### src/rtl/iot_pkg.sv
// Shared types and constants for the PDP-8/I IOT pulse sequencer.
// Imported by the sequencer, its slot timer and the bus interface.
package iot_pkg;

  localparam int IOP1 = 0;
  localparam int IOP2 = 1;
  localparam int IOP4 = 2;
  localparam int AC_W = 12;

  typedef enum logic [3:0] {
    S_IDLE,
    S_SETUP,
    S_P1,
    S_G1,
    S_P2,
    S_G2,
    S_P4,
    S_G4,
    S_DONE
  } state_e;

  typedef struct packed {
    logic            skip;
    logic            clr;
    logic            load;
    logic [AC_W-1:0] data;
  } iot_res_t;

  function automatic int max3(
    input int a,
    input int b,
    input int c
  );
    int m;
    m = a;
    if (b > m) m = b;
    if (c > m) m = c;
    return m;
  endfunction

endpackage

### src/rtl/iot_sequencer_if.sv
// IOT bus bundle: decode-side request, device return lines,
// IOP pulses and the consolidated result.
interface iot_sequencer_if;
  import iot_pkg::*;

  logic            iot_start;
  logic [2:0]      iop_en;
  logic            io_skip;
  logic            io_ac_clear;
  logic            io_ac_load;
  logic [AC_W-1:0] io_data;
  logic            iop1;
  logic            iop2;
  logic            iop4;
  logic            busy;
  logic            done;
  logic            skip_out;
  logic            ac_clr_out;
  logic            ac_load_out;
  logic [AC_W-1:0] ac_data;

  modport slave (
    input  iot_start, iop_en,
    input  io_skip, io_ac_clear,
    input  io_ac_load, io_data,
    output iop1, iop2, iop4,
    output busy, done,
    output skip_out, ac_clr_out,
    output ac_load_out, ac_data
  );

  modport master (
    output iot_start, iop_en,
    output io_skip, io_ac_clear,
    output io_ac_load, io_data,
    input  iop1, iop2, iop4,
    input  busy, done,
    input  skip_out, ac_clr_out,
    input  ac_load_out, ac_data
  );

endinterface

### src/rtl/iot_slot_timer.sv
// Loadable down-counter; tc is high while the count sits at zero,
// i.e. on the last cycle of the slot it was loaded for.
module iot_slot_timer #(
  parameter int CW = 3
) (
  input  logic          clk,
  input  logic          rst_n,
  input  logic          load,
  input  logic [CW-1:0] load_val,
  output logic          tc
);

  logic [CW-1:0] cnt_q, cnt_d;

  always_comb begin
    cnt_d = cnt_q;
    if (load) begin
      cnt_d = load_val;
    end else if (cnt_q != '0) begin
      cnt_d = cnt_q - 1'b1;
    end
  end

  always_ff @(posedge clk or negedge rst_n) begin
    if (!rst_n) cnt_q <= '0;
    else        cnt_q <= cnt_d;
  end

  assign tc = (cnt_q == '0);

endmodule

### src/rtl/iot_sequencer.sv
// PDP-8/I IOT sequencer: fixed-length IOP1/IOP2/IOP4 pulse train,
// samples device returns on the last cycle of each enabled pulse.
module iot_sequencer
  import iot_pkg::*;
#(
  parameter int SETUP_W = 2,
  parameter int PULSE_W = 4,
  parameter int GAP_W   = 2
) (
  input logic           clk,
  input logic           rst_n,
  iot_sequencer_if.slave bus
);

  localparam int CW =
    $clog2(max3(SETUP_W, PULSE_W, GAP_W)) + 1;
  localparam logic [CW-1:0] SETUP_LD = CW'(SETUP_W - 1);
  localparam logic [CW-1:0] PULSE_LD = CW'(PULSE_W - 1);
  localparam logic [CW-1:0] GAP_LD   = CW'(GAP_W - 1);

  state_e        state_q, state_d;
  logic [2:0]    en_q, en_d;
  logic [2:0]    iop_q, iop_d;
  logic          busy_q, busy_d;
  logic          done_q, done_d;
  iot_res_t      acc_q, acc_d;
  logic          tmr_ld;
  logic [CW-1:0] tmr_val;
  logic          tc;
  logic          samp;
  logic          accept;

  iot_slot_timer #(.CW(CW)) u_tmr (
    .clk      (clk),
    .rst_n    (rst_n),
    .load     (tmr_ld),
    .load_val (tmr_val),
    .tc       (tc)
  );

  assign accept = (state_q == S_IDLE) && bus.iot_start;

  always_comb begin
    state_d = state_q;
    tmr_ld  = 1'b0;
    tmr_val = '0;
    samp    = 1'b0;
    unique case (state_q)
      S_IDLE: begin
        if (bus.iot_start) begin
          state_d = S_SETUP;
          tmr_ld  = 1'b1;
          tmr_val = SETUP_LD;
        end
      end
      S_SETUP: begin
        if (tc) begin
          state_d = S_P1;
          tmr_ld  = 1'b1;
          tmr_val = PULSE_LD;
        end
      end
      S_P1: begin
        samp = tc & en_q[IOP1];
        if (tc) begin
          state_d = S_G1;
          tmr_ld  = 1'b1;
          tmr_val = GAP_LD;
        end
      end
      S_G1: begin
        if (tc) begin
          state_d = S_P2;
          tmr_ld  = 1'b1;
          tmr_val = PULSE_LD;
        end
      end
      S_P2: begin
        samp = tc & en_q[IOP2];
        if (tc) begin
          state_d = S_G2;
          tmr_ld  = 1'b1;
          tmr_val = GAP_LD;
        end
      end
      S_G2: begin
        if (tc) begin
          state_d = S_P4;
          tmr_ld  = 1'b1;
          tmr_val = PULSE_LD;
        end
      end
      S_P4: begin
        samp = tc & en_q[IOP4];
        if (tc) begin
          state_d = S_G4;
          tmr_ld  = 1'b1;
          tmr_val = GAP_LD;
        end
      end
      S_G4: begin
        if (tc) state_d = S_DONE;
      end
      S_DONE: state_d = S_IDLE;
      default: state_d = S_IDLE;
    endcase
  end

  // Accumulators clear on accept so a stale result never leaks.
  always_comb begin
    en_d  = en_q;
    acc_d = acc_q;
    if (accept) begin
      en_d  = bus.iop_en;
      acc_d = '0;
    end else if (samp) begin
      acc_d.skip = acc_q.skip | bus.io_skip;
      acc_d.clr  = acc_q.clr  | bus.io_ac_clear;
      acc_d.load = acc_q.load | bus.io_ac_load;
      if (bus.io_ac_load) begin
        acc_d.data = acc_q.data | bus.io_data;
      end
    end
  end

  // Outputs registered from next state so pulses are glitch-free.
  always_comb begin
    iop_d       = '0;
    iop_d[IOP1] = (state_d == S_P1) & en_d[IOP1];
    iop_d[IOP2] = (state_d == S_P2) & en_d[IOP2];
    iop_d[IOP4] = (state_d == S_P4) & en_d[IOP4];
    busy_d      = (state_d != S_IDLE);
    done_d      = (state_d == S_DONE);
  end

  always_ff @(posedge clk or negedge rst_n) begin
    if (!rst_n) begin
      state_q <= S_IDLE;
      en_q    <= '0;
      iop_q   <= '0;
      busy_q  <= 1'b0;
      done_q  <= 1'b0;
      acc_q   <= '0;
    end else begin
      state_q <= state_d;
      en_q    <= en_d;
      iop_q   <= iop_d;
      busy_q  <= busy_d;
      done_q  <= done_d;
      acc_q   <= acc_d;
    end
  end

  assign bus.iop1        = iop_q[IOP1];
  assign bus.iop2        = iop_q[IOP2];
  assign bus.iop4        = iop_q[IOP4];
  assign bus.busy        = busy_q;
  assign bus.done        = done_q;
  assign bus.skip_out    = done_q & acc_q.skip;
  assign bus.ac_clr_out  = done_q & acc_q.clr;
  assign bus.ac_load_out = done_q & acc_q.load;
  assign bus.ac_data     = acc_q.data & {AC_W{done_q}};

endmodule

### src/flat_wrapper.sv
// flat-port wrapper written by rule: the top's interface ports become plain ports
module iot_sequencer_flat import iot_pkg::*;
#(
  parameter int SETUP_W = 2,
  parameter int PULSE_W = 4,
  parameter int GAP_W   = 2
)
  (clk, rst_n, bus_iot_start, bus_iop_en, bus_io_skip, bus_io_ac_clear, bus_io_ac_load, bus_io_data, bus_iop1, bus_iop2, bus_iop4, bus_busy, bus_done, bus_skip_out, bus_ac_clr_out, bus_ac_load_out, bus_ac_data);
  iot_sequencer_if bus_i ();
  input logic clk;
  input logic rst_n;
  input wire logic [$bits(bus_i.iot_start)-1:0] bus_iot_start;
  input wire logic [$bits(bus_i.iop_en)-1:0] bus_iop_en;
  input wire logic [$bits(bus_i.io_skip)-1:0] bus_io_skip;
  input wire logic [$bits(bus_i.io_ac_clear)-1:0] bus_io_ac_clear;
  input wire logic [$bits(bus_i.io_ac_load)-1:0] bus_io_ac_load;
  input wire logic [$bits(bus_i.io_data)-1:0] bus_io_data;
  output wire logic [$bits(bus_i.iop1)-1:0] bus_iop1;
  output wire logic [$bits(bus_i.iop2)-1:0] bus_iop2;
  output wire logic [$bits(bus_i.iop4)-1:0] bus_iop4;
  output wire logic [$bits(bus_i.busy)-1:0] bus_busy;
  output wire logic [$bits(bus_i.done)-1:0] bus_done;
  output wire logic [$bits(bus_i.skip_out)-1:0] bus_skip_out;
  output wire logic [$bits(bus_i.ac_clr_out)-1:0] bus_ac_clr_out;
  output wire logic [$bits(bus_i.ac_load_out)-1:0] bus_ac_load_out;
  output wire logic [$bits(bus_i.ac_data)-1:0] bus_ac_data;
  assign bus_i.iot_start = bus_iot_start;
  assign bus_i.iop_en = bus_iop_en;
  assign bus_i.io_skip = bus_io_skip;
  assign bus_i.io_ac_clear = bus_io_ac_clear;
  assign bus_i.io_ac_load = bus_io_ac_load;
  assign bus_i.io_data = bus_io_data;
  assign bus_iop1 = bus_i.iop1;
  assign bus_iop2 = bus_i.iop2;
  assign bus_iop4 = bus_i.iop4;
  assign bus_busy = bus_i.busy;
  assign bus_done = bus_i.done;
  assign bus_skip_out = bus_i.skip_out;
  assign bus_ac_clr_out = bus_i.ac_clr_out;
  assign bus_ac_load_out = bus_i.ac_load_out;
  assign bus_ac_data = bus_i.ac_data;
  iot_sequencer #(.SETUP_W(SETUP_W), .PULSE_W(PULSE_W), .GAP_W(GAP_W)) u_core (.clk(clk), .rst_n(rst_n), .bus(bus_i));
endmodule
### config.mk
export PLATFORM = sky130hd
export DESIGN_NAME = iot_sequencer_flat
export DESIGN_NICKNAME = d
export VERILOG_FILES = /design/src/rtl/iot_pkg.sv /design/src/rtl/iot_sequencer_if.sv /design/src/rtl/iot_slot_timer.sv /design/src/rtl/iot_sequencer.sv /design/src/flat_wrapper.sv
export SDC_FILE = /design/constraint.sdc
export NUM_CORES = 1
export LEC_CHECK = 0
export ABC_CLOCK_PERIOD_IN_PS = 5900
export CORE_MARGIN = 5
export CORE_UTILIZATION = 53
export CTS_BUF_LIST = sky130_fd_sc_hd__clkbuf_8
export DETAILED_ROUTE_END_ITERATION = 8
export PLACE_DENSITY_LB_ADDON = 0.2
export SLEW_MARGIN = 10
export SYNTH_ARGS = -nofsm -noshare
export SYNTH_HDL_FRONTEND = slang
export SYNTH_HIERARCHICAL = 1
export SYNTH_SLANG_ARGS = --single-unit
### constraint.sdc
create_clock -name clk -period 5.9 [get_ports clk]
set_clock_uncertainty 0.2 [all_clocks]
set_input_delay 1.18 -clock clk [delete_from_list [all_inputs] [get_ports clk]]
set_output_delay 1.18 -clock clk [all_outputs]
set_load 0.005 [all_outputs]
==> results of run 1 <==
==> cell type report <==
| class | count | area [um^2] |
|---|---|---|
| Fill cell | 210 | 768 |
| Sequential cell | 30 | 751 |
| Multi-Input combinational cell | 94 | 678 |
| Timing Repair Buffer | 41 | 408 |
| Clock buffer | 6 | 82.6 |
| Tap cell | 31 | 38.8 |
| Inverter | 6 | 22.5 |
| Clock inverter | 2 | 8.76 |
==> flip-flops by register name, summed over array words and instances (netlist names) <==
signal              flops
u_core/acc_q           15
u_core/state_q          4
u_core/en_q             3
u_core/iop_q            3
u_core/u_tmr/cnt_q      3
u_core/bus.busy         1
u_core/bus.done         1
==> routing by layer <==
metal | part of all wire [%] | GRT usage (%) | up-vias | wire length, um
met5 | 0 | 0 | - | 0
met4 | 1.6 | 7.53 | 0 | 53
met3 | 5.5 | 6.93 | 4 | 188
met2 | 51 | 31.1 | 36 | 1710
met1 | 42 | 20.6 | 580 | 1440
li1 | - | - | 567 | -
==> power by group <==
group	switching (uW)	internal [uW]	leakage, uW	total [uW]
registers	78.1	277	0.000393	355
logic	127	137	0.000426	264
clock network	72.6	92.1	0.0000524	165
==> synth_stat cells, types with 3 or more instances <==
library cell and n:
sky130_fd_sc_hd__a22o_1 11, sky130_fd_sc_hd__nor2b_1 6, sky130_fd_sc_hd__inv_1 6, sky130_fd_sc_hd__o21ai_1 3
sky130_fd_sc_hd__nor2_1 6, sky130_fd_sc_hd__nand2_1 7, sky130_fd_sc_hd__nand3_1 3, sky130_fd_sc_hd__dfrtp_1 30
sky130_fd_sc_hd__and2_1 15, sky130_fd_sc_hd__a21oi_1 4, sky130_fd_sc_hd__buf_6 4
==> logic make-up (layout without fill, tap and decap cells) <==
logic type | after synthesis | count (layout)
simple gates | 53 | 53
compound gates | 36 | 36
flops | 30 | 30
buf+inv | 14 | 55
fa+ha+maj | 2 | 2
other cells | 1 | 1
xor+xnor | 1 | 1
mux | 1 | 1
==> final timing paths <==
check,startpoint,slack [ps],end,depth (start not counted)
worst max-delay path,bus_iot_start,2800,u_core/u_tmr/cnt_q[0],6
worst min-delay path,u_core/acc_q[12],270,u_core/acc_q[12],1
worst max register to register,u_core/u_tmr/cnt_q[0],3440,u_core/acc_q[5],7
worst min register to register,u_core/acc_q[12],270,u_core/acc_q[12],1
max in group asynchronous,rst_n,4120,u_core/acc_q[11],2
min in group asynchronous,rst_n,1100,u_core/acc_q[2],2
==> stage by stage <==
stage	instance area (um^2)	power [uW]	util (%)
after global routing	1990	849	72.1
after global placement	1900	600	68.8
after detailed placement	1900	621	68.8
final	1990	784	72.1
after floorplan	1510	550	-
after CTS	1990	793	72.1
==> layout by cell type (no fill, tap or decap), drive strengths merged, types with 5 or more instances in the layout <==
master,n
dfrtp,30
and2,15
nor2b,6
a22o,12
inv,7
nand2,8
clkbuf,6
a21oi,5
clkdlybuf4s50,40
nor2,6
==> worst max-delay path: cells and delay by family <==
family	cells	cell delay [ps]
AOI/OAI and AO/OA	3	1110
buffers and inverters	1	600
and+or+nand+nor	2	170
==> impl_metrics.py, run 1 <==
metrics = {
    "outcome": {
        "run_status": "completed",
    },
    "min_path": {
        "worst_hold_path_type": "flip-flop to flip-flop",
    },
    "timing": {
        "worst-slew-pin-transition_ps": 928,
        "timing.final.setup_violations": 0,
        "maxSlewViolCount": 0,
        "achievable-frequency_mhz": 323,
        "rsz0062_at_grt": "no",
        "final_hold_viol_count": 0,
        "finalWorstPathRequiredPeriod_ps": 3100,
        "layout_setup_ws_ps": 2800,
        "post-route-period-util_pct": 52.5,
        "timing.max_slew.rel_slack_pct": 38.0,
        "whs_ps": 267,
        "total_negative_setup_slack_ps": 0,
    },
    "global_route": {
        "grt_pass1_vias": 1253,
        "grt_antenna_before_repair": 0,
        "grtUsageTotal_pct": 18.4,
        "global_route_congestion_overflow_total": 0,
        "pin_count_of_the_biggest_net_entering_global_routing": 31,
        "grt_pass1_wl_um": 5840,
    },
    "worst_setup_path": {
        "slowest_delay_ps": 600,
        "critical_path.endpoint_type": "flip-flop",
        "worst-path-max-fanout": 7,
        "critical_path.startpoint_type": "input port",
        "required_arrival_time_at_the_worst_endpoint_ps": 5860,
        "worst-endpoint-arrival_ps": 3060,
        "timing.critical_path.cells": "clkdlybuf4s50_1 > nor2_1 > a21oi_1 > a21boi_0 > nor2b_1 > a221oi_1",
        "worstSetupPathType": "input port to flip-flop",
        "critical-path-slowest-cell": "sky130_fd_sc_hd__clkdlybuf4s50_1",
    },
    "power_and_ir_drop": {
        "power.density_mw_per_mm2": 394,
        "leakage_uw": 0.000872,
        "vdd_drop_max_uv": 349,
    },
    "route": {
        "drt-wirelength-per-cell_um": 16.2,
        "remaining_drc_errors": 0,
        "drt_wl_total_um": 3390,
        "detail_route.first_pass.iterations": 4,
        "initialDrtViolationCount": 24,
        "detail-route-antenna-nets": 0,
        "vias": 1187,
        "via_per_inst": 5.65,
    },
    "synth": {
        "synth-main-ff-cell": "sky130_fd_sc_hd__dfrtp_1",
        "synth_top_cells_by_area": "sky130_fd_sc_hd__dfrtp_1 (50%), sky130_fd_sc_hd__a22o_1 (6.4%), sky130_fd_sc_hd__and2_1 (6.2%)",
        "synth_compound_gate_area_share_pct": 19.5,
        "synthXorXnorAreaFrac_pct": 0.579,
        "largest_family_of_logic_cells_by_synthesized_area": "simple AND/OR/NAND/NOR gates",
        "yosys-mux-area-fraction_pct": 0.661,
        "async_flop_share_pct": 100,
        "synth_cell_type_count": 45,
        "netlist.area_leader.share_pct": 49.6,
        "synth_nets": 161,
        "synthCells": 138,
        "yosys.area_share.simple_pct": 22.1,
        "number_of_enable_flip_flop_cells_after_synthesis": 0,
        "yosysWarningCount": 6,
        "yosys.area_share.adder_pct": 1.65,
        "synthDominantAreaCellType": "sky130_fd_sc_hd__dfrtp_1",
        "fraction_of_the_yosys_area_taken_by_sequential_cells_pct": 49.6,
        "synth.ff_latch_count": 30,
        "post_synth.cell_area_avg_um2": 11.0,
        "synth.cell_area_mm2": 0.00151,
    },
    "placed_design": {
        "post-place-ws_ps": 2500,
        "dpl.hpwl_um": 2410,
        "dpl.cell_count": 202,
        "port-buffer-count": 40,
        "gp_congestion": 0.820,
    },
    "clock_tree": {
        "post_cts.repair.setup_buffers": 0,
        "clkTransAtPathRegs_ps": 60,
        "clock-sinks": 30,
        "cts_resized": 0,
        "clock_tree.buffer_depth": 2,
        "root_buffer": "sky130_fd_sc_hd__clkbuf_8",
        "hold_buffers": 0,
        "cts_buffers": 5,
        "cts_htree_levels": 2,
        "clk-insertion-delay-late_ps": 270,
        "cts_tree": "yes",
    },
    "final_layout": {
        "drive_gt1_share_pct": 8.38,
        "antennaDiodeCount": 0,
        "fin_nets": 201,
        "layout.cells.non_filler": 210,
        "area_overhead_of_the_layout_relative_to_synthesis_pct": 31.4,
    },
    "die": {
        "floorplan.io_pins": 41,
        "core_area_mm2": 0.00276,
        "floorplan.initialDensity_pct": 54.9,
        "die_x_um": 63.4,
        "die_height_um": 63.4,
        "floorplan.die_area_mm2": 0.00403,
        "floorplan.rows": 19,
    },
    "run": {
        "cap_viol_max_count": 0,
    },
}
No activity file was read; power rests on OpenSTA's default activity.
==> inputs of run 2 (changes only) <==
--- a/config.mk
+++ b/config.mk
@@ -5,9 +5,9 @@
 export SDC_FILE = /design/constraint.sdc
 export NUM_CORES = 1
 export LEC_CHECK = 0
-export ABC_CLOCK_PERIOD_IN_PS = 5900
+export ABC_CLOCK_PERIOD_IN_PS = 2600
 export CORE_MARGIN = 5
-export CORE_UTILIZATION = 53
+export CORE_UTILIZATION = 45
 export CTS_BUF_LIST = sky130_fd_sc_hd__clkbuf_8
 export DETAILED_ROUTE_END_ITERATION = 8
 export PLACE_DENSITY_LB_ADDON = 0.2
==> constraint.sdc (replaced) <==
create_clock -name clk -period 2.6 [get_ports clk]
set_clock_uncertainty 0.2 [all_clocks]
set_input_delay 0.52 -clock clk [delete_from_list [all_inputs] [get_ports clk]]
set_output_delay 0.52 -clock clk [all_outputs]
set_load 0.005 [all_outputs]
==> run 2 against run 1 <==
First-iteration DRC count rose by 83%. Critical path depth fell by 4. Cell area rose by 1.4%. Sequential share of layout area fell by 0.54 points. Core utilization fell by 11 points. Critical path type is now flip-flop to output pin. Largest power group unchanged. Highest routed layer unchanged.
==> impl_metrics.py, run 2 (same netlist as run 1, synthesis figures left out) <==
metrics = {
    "outcome": {
        "run_status": "completed",
    },
    "die": {
        "floorplan.rows": 21,
        "floorplan.die_area_mm2": 0.00462,
        "core_area_mm2": 0.00328,
        "die_height_um": 68,
        "floorplan.io_pins": 41,
        "floorplan.initialDensity_pct": 46.1,
        "die_x_um": 68,
    },
    "global_route": {
        "pin_count_of_the_biggest_net_entering_global_routing": 31,
        "grt_pass1_vias": 1210,
        "grt_pass1_wl_um": 5220,
        "grtUsageTotal_pct": 15.4,
        "global_route_congestion_overflow_total": 0,
        "grt_antenna_before_repair": 0,
    },
    "final_layout": {
        "max_reg_flops": 15,
        "finalInstanceArea_mm2": 0.00202,
        "area_overhead_of_the_layout_relative_to_synthesis_pct": 33.3,
        "layout.filler_cells": 263,
        "antennaDiodeCount": 0,
        "layout_commonest_cell": "sky130_fd_sc_hd__clkdlybuf4s50_1",
        "drive_gt1_share_pct": 9.94,
        "layout.core_utilization_pct": 61.4,
        "fin_nets": 204,
        "layout_top_registers": "u_core/acc_q x15, u_core/state_q x4",
        "layout.cells.most_common_list": "sky130_fd_sc_hd__clkdlybuf4s50_1 (40), sky130_fd_sc_hd__dfrtp_1 (30), sky130_fd_sc_hd__and2_1 (15), sky130_fd_sc_hd__a22o_1 (11), sky130_fd_sc_hd__nand2_1 (7)",
        "layout.cells.non_filler": 227,
        "largest-register": "u_core/acc_q",
    },
    "worst_setup_path": {
        "required_arrival_time_at_the_worst_endpoint_ps": 1880,
        "worst-endpoint-arrival_ps": 1530,
        "critical_path.startpoint_type": "flip-flop",
        "worst_r2r_startpoint": "u_core/u_tmr/cnt_q[0]",
        "critical_path.endpoint_type": "output pin",
        "timing.reg2reg.setup_slack_ps": 360,
        "worst_path_dominant_cell_family": "flip-flops",
        "worstSetupPathType": "flip-flop to output pin",
        "timing.critical_path.cells": "and2_1 > clkdlybuf4s50_1",
        "worst-path-max-fanout": 16,
        "cp.buffers_inverters": 1,
        "reg2regPathDepth": 9,
        "critical-path-slowest-cell": "sky130_fd_sc_hd__dfrtp_1",
        "slowest_delay_ps": 560,
        "r2r-end": "u_core/u_tmr/cnt_q[0]",
    },
    "power_and_ir_drop": {
        "power.density_mw_per_mm2": 874,
        "clock_power_share_pct": 19.2,
        "power_frac_comb_pct": 35.2,
        "switchingPower_uw": 629,
        "vdd_drop_max_uv": 534,
        "cellInternalPower_uw": 1140,
        "power_switching_share_pct": 35.7,
        "leakage_uw": 0.000878,
        "sequential_group_share_of_total_power_pct": 45.6,
    },
    "clock_tree": {
        "clock_tree.buffer_depth": 2,
        "root_buffer": "sky130_fd_sc_hd__clkbuf_8",
        "clkTransAtPathRegs_ps": 60,
        "cts_htree_levels": 2,
        "cts_buffers": 5,
        "cts_resized": 0,
        "hold_buffers": 0,
        "clk-insertion-delay-late_ps": 280,
        "post_cts.repair.setup_buffers": 0,
        "cts_tree": "yes",
        "clock-sinks": 30,
    },
    "timing": {
        "achievable-frequency_mhz": 445,
        "finalWorstPathRequiredPeriod_ps": 2250,
        "worst-slew-pin-transition_ps": 540,
        "total_negative_setup_slack_ps": 0,
        "final_hold_viol_count": 0,
        "rsz0062_at_grt": "no",
        "timing.max_slew.rel_slack_pct": 64.0,
        "timing.final.setup_violations": 0,
        "post-route-period-util_pct": 86.4,
        "maxSlewViolCount": 0,
    },
    "run": {
        "cap_viol_max_count": 0,
    },
    "route": {
        "via_per_inst": 5.22,
        "drt_wl_total_um": 3210,
        "initialDrtViolationCount": 44,
        "vias": 1185,
        "drt-wirelength-per-cell_um": 14.1,
        "detail_route.first_pass.iterations": 4,
        "detail-route-antenna-nets": 0,
        "remaining_drc_errors": 0,
    },
    "min_path": {
        "worstHoldEndpoint": "u_core/acc_q[12]",
        "min_path_cells": 1,
        "source_of_the_worst_hold_timing_path": "u_core/acc_q[12]",
        "worst_hold_path_type": "flip-flop to flip-flop",
    },
    "placed_design": {
        "gp_congestion": 0.720,
        "dpl.hpwl_um": 2420,
        "place_area_mm2": 0.00194,
        "dpl.cell_count": 220,
        "port-buffer-count": 40,
    },
}
[run 2: changes by cell type in the layout (fill, tap and decap cells not counted)]
cell                       previous run  this run
sky130_fd_sc_hd__clkbuf_8             6         5
sky130_fd_sc_hd__inv_1                7         6
sky130_fd_sc_hd__buf_4                1         4
sky130_fd_sc_hd__clkinv_2             1         2
[run 2: power by group through the flow]
stage / registers (uW) / logic [uW] / clock network (uW)
6_report: 806 / 621 / 338
5_1_grt: 833 / 683 / 372
4_1_cts: 803 / 625 / 350
3_5_place_dp: 807 / 628 / 0
3_3_place_gp: 798 / 582 / 0
2_1_floorplan: 718 / 530 / 0
[run 2: how the worst max path moves through the flow]
stage / startpoint / end / slack, ps / cells past startpoint
after CTS: u_core/bus.done / bus_skip_out / 320 / 2
after detailed placement: bus_iot_start / u_core/u_tmr/cnt_q[0] / 220 / 7
after floorplan: u_core/u_tmr/cnt_q[0] / u_core/u_tmr/cnt_q[0] / 410 / 9
after global routing: u_core/bus.done / bus_ac_data[10] / 200 / 2
after global placement: bus_iot_start / u_core/u_tmr/cnt_q[0] / 390 / 7
final: u_core/bus.done / bus_ac_clr_out / 350 / 2
[run 2: area by class of cell]
cell class	instances	area [um^2]	area share [%]
clock buffers	5	68.8	3.41
clock inverters	2	10.0	0.496
inverters	6	22.5	1.12
multi-input cells	94	678	33.6
flip-flops and latches	30	751	37.2
well taps	46	57.6	2.85
repair buffers	44	430	21.3
[run 2: through the flow]
stage	power [uW]	worst slack, ps	hold slack, ps
global route	1890	202	309
finish	1760	353	281
floorplan	1250	408	24.4
global placement	1380	389	253
detailed placement	1430	217	268
CTS	1780	319	281
[run 2: routing by layer]
metal	up-vias	global-route usage, %	share of wire, %
met2	25	26.8	51
met1	578	16.9	42
li1	576	-	-
met5	-	0	0
met3	6	6.08	5.3
met4	0	5.21	1.6
==> inputs of run 3 (changes only) <==
--- a/config.mk
+++ b/config.mk
@@ -9,6 +9,7 @@
 export CORE_MARGIN = 5
 export CORE_UTILIZATION = 45
 export CTS_BUF_LIST = sky130_fd_sc_hd__clkbuf_8
+export CTS_CLUSTER_DIAMETER = 50
 export DETAILED_ROUTE_END_ITERATION = 8
 export PLACE_DENSITY_LB_ADDON = 0.2
 export SLEW_MARGIN = 10
==> results of run 3 <==
No change in the layout: final DEF, timing and power equal those of run 2.
==> variant: new RTL, settings of run 3 <==
`GAP_W` is set to 2 in 2 places; all go to 4.
--- a/src/rtl/iot_sequencer.sv
+++ b/src/rtl/iot_sequencer.sv
@@ -5,7 +5,7 @@
 #(
   parameter int SETUP_W = 2,
   parameter int PULSE_W = 4,
-  parameter int GAP_W   = 2
+  parameter int GAP_W   = 4
 ) (
   input logic           clk,
   input logic           rst_n,
--- a/src/flat_wrapper.sv
+++ b/src/flat_wrapper.sv
@@ -3,7 +3,7 @@
 #(
   parameter int SETUP_W = 2,
   parameter int PULSE_W = 4,
-  parameter int GAP_W   = 2
+  parameter int GAP_W   = 4
 )
   (clk, rst_n, bus_iot_start, bus_iop_en, bus_io_skip, bus_io_ac_clear, bus_io_ac_load, bus_io_data, bus_iop1, bus_iop2, bus_iop4, bus_busy, bus_done, bus_skip_out, bus_ac_clr_out, bus_ac_load_out, bus_ac_data);
   iot_sequencer_if bus_i ();
Function: changed (a bounded check fails within 10 cycles, from zero or initial values and one cycle with rst_n low).
==> variant against run 3 <==
- worst setup slack got worse by 0.026 ns
- power decreased by 3.7%
- area after synthesis decreased by 6.4%
- hold slack improved by 0.0099 ns
- critical path depth increased by 7
- sequential share of layout area increased by 1.2 points
- wire length decreased by 0.31%
- sequential cell count unchanged
- clock power increased by 5.9%
- via count decreased by 9.0%
- first-iteration DRC count decreased by 36%
- global-route usage increased by 0.98 points
- design area decreased by 3.0%
- critical endpoint is now u_core/u_tmr/cnt_q[0]$_DFFE_PN0P_
==> variant: results (changes against run 3) <==
* Family with the most delay on the worst path: simple AND/OR/NAND/NOR gates (was flip-flops)
* Post-synth top cells: dfrtp_1 (30), and2_1 (15), a22o_2 (9), inv_1 (7), nor2_1 (6) (was dfrtp_1 (30), and2_1 (15), a22o_1 (11), nand2_1 (7))
* HPWL after detailed placement at 2.26 mm (was 2.42 mm)
* NonClk Buf Share at 22.3% (was 21.3%)
* Placed Instances at 206 (was 220)
* Reg2reg setup slack at 0.33 ns (was 0.36 ns)
* GR Util met1 at 17.4% (was 16.9%)
* RR Startpoint: u_core/u_tmr/cnt_q[0]$_DFFE_PN0P_ (unchanged)
* Drt wl/cell at 15.0 um (was 14.1 um)
* Synth unique cells at 36 (was 45)
* Dpl ws at 0.246 ns (was 0.217 ns)
* First-pass GRT wire length at 5.18 mm (was 5.22 mm)
* Synthesized area per cell at 11.3 um2 (was 11.0 um2)
* Top cells by area, synth: dfrtp_1 (53%), and2_1 (6.6%), a22o_2 (6.4%) (was dfrtp_1 (50%), a22o_1 (6.4%), and2_1 (6.2%))
* Via-to-Cell Ratio at 5.06 (was 5.22)
* Status: completed (unchanged)
* Layout area overhead at 38.0% (was 33.3%)
* Routed WL at 3.20 mm (was 3.21 mm)
* CP Launch Point: u_core/u_tmr/cnt_q[0]$_DFFE_PN0P_ (was u_core/bus.done$_DFF_PN0_)
* Met2 GRT Util at 26.3% (was 26.8%)
* Met1 WL at 1.32 mm (was 1.35 mm)
* Pwr Density at 869 nW/um2 (was 874 nW/um2)
* WP buf/inv at 2 (was 1)
* Clock-cell share of area at 4.22% (was 3.91%)
* Layout fillers at 239 (was 263)
* Pint at 1.15 mW (was 1.14 mW)
* CP arrival at 2.23 ns (was 1.53 ns)
* Share of cells above drive strength 1 at 14.2% (was 9.94%)
* Leak Pwr at 0.856 nW (was 0.878 nW)
* Fraction of area in multi-input gates at 31.0% (was 33.6%)
* CP endpoint: u_core/u_tmr/cnt_q[0]$_DFFE_PN0P_ (was bus_ac_clr_out)
* Crit path max fanout at 8 (was 16)
* Slowest stage delay, CP at 0.39 ns (was 0.56 ns)
* Clock buffer cells at 6 (was 5)
* Inverters at 7 (was 6)
* Vias in the first global route at 1126 (was 1210)
* DR iter-0 viols at 28 (was 44)
* Met2 wire len at 1.57 mm (was 1.63 mm)
* Max VDD drop at 0.615 mV (was 0.534 mV)
* Clk power at 0.358 mW (was 0.338 mW)
* Final nets at 193 (was 204)
* Non-CTS buffers at 43 (was 44)
* WHS at 0.291 ns (was 0.281 ns)
* RePlAce Congestion at 0.821 (was 0.720)
* Grt met3 use at 7.99% (was 6.08%)
* #MultiIn Comb at 83 (was 94)
variant: changes by cell type after synthesis, moves of 4 or more:
| cell | change |
|---|---|
| a22o_2 | +9 |
| a22o_1 | -6 |
| nand2_1 | -4 |
| nor3_1 | +4 |
variant: what timing repair did:
| item | in CTS | in global routing |
|---|---|---|
| resized for setup | 0 | 0 |
| buffers inserted | 0 | 1 |
| hold endpoints to repair | 0 | 0 |
| setup endpoints to repair | 0 | 12 |
variant: kinds of logic (layout without fill, tap and decap cells):
| kind of cell | Yosys count | count (layout) | synth area share (%) |
|---|---|---|---|
| adder cells (fa/ha/maj) | 2 | 2 | 1.76 |
| AND/OR/NAND/NOR | 48 | 48 | 21.6 |
| buffers and inverters | 13 | 56 | 4.24 |
| other | 1 | 1 | 0.265 |
| AO/OA/AOI/OAI | 27 | 27 | 15.5 |
| flip-flops | 30 | 30 | 53.0 |
| multiplexers | 3 | 3 | 2.38 |
| XOR/XNOR | 2 | 2 | 1.24 |
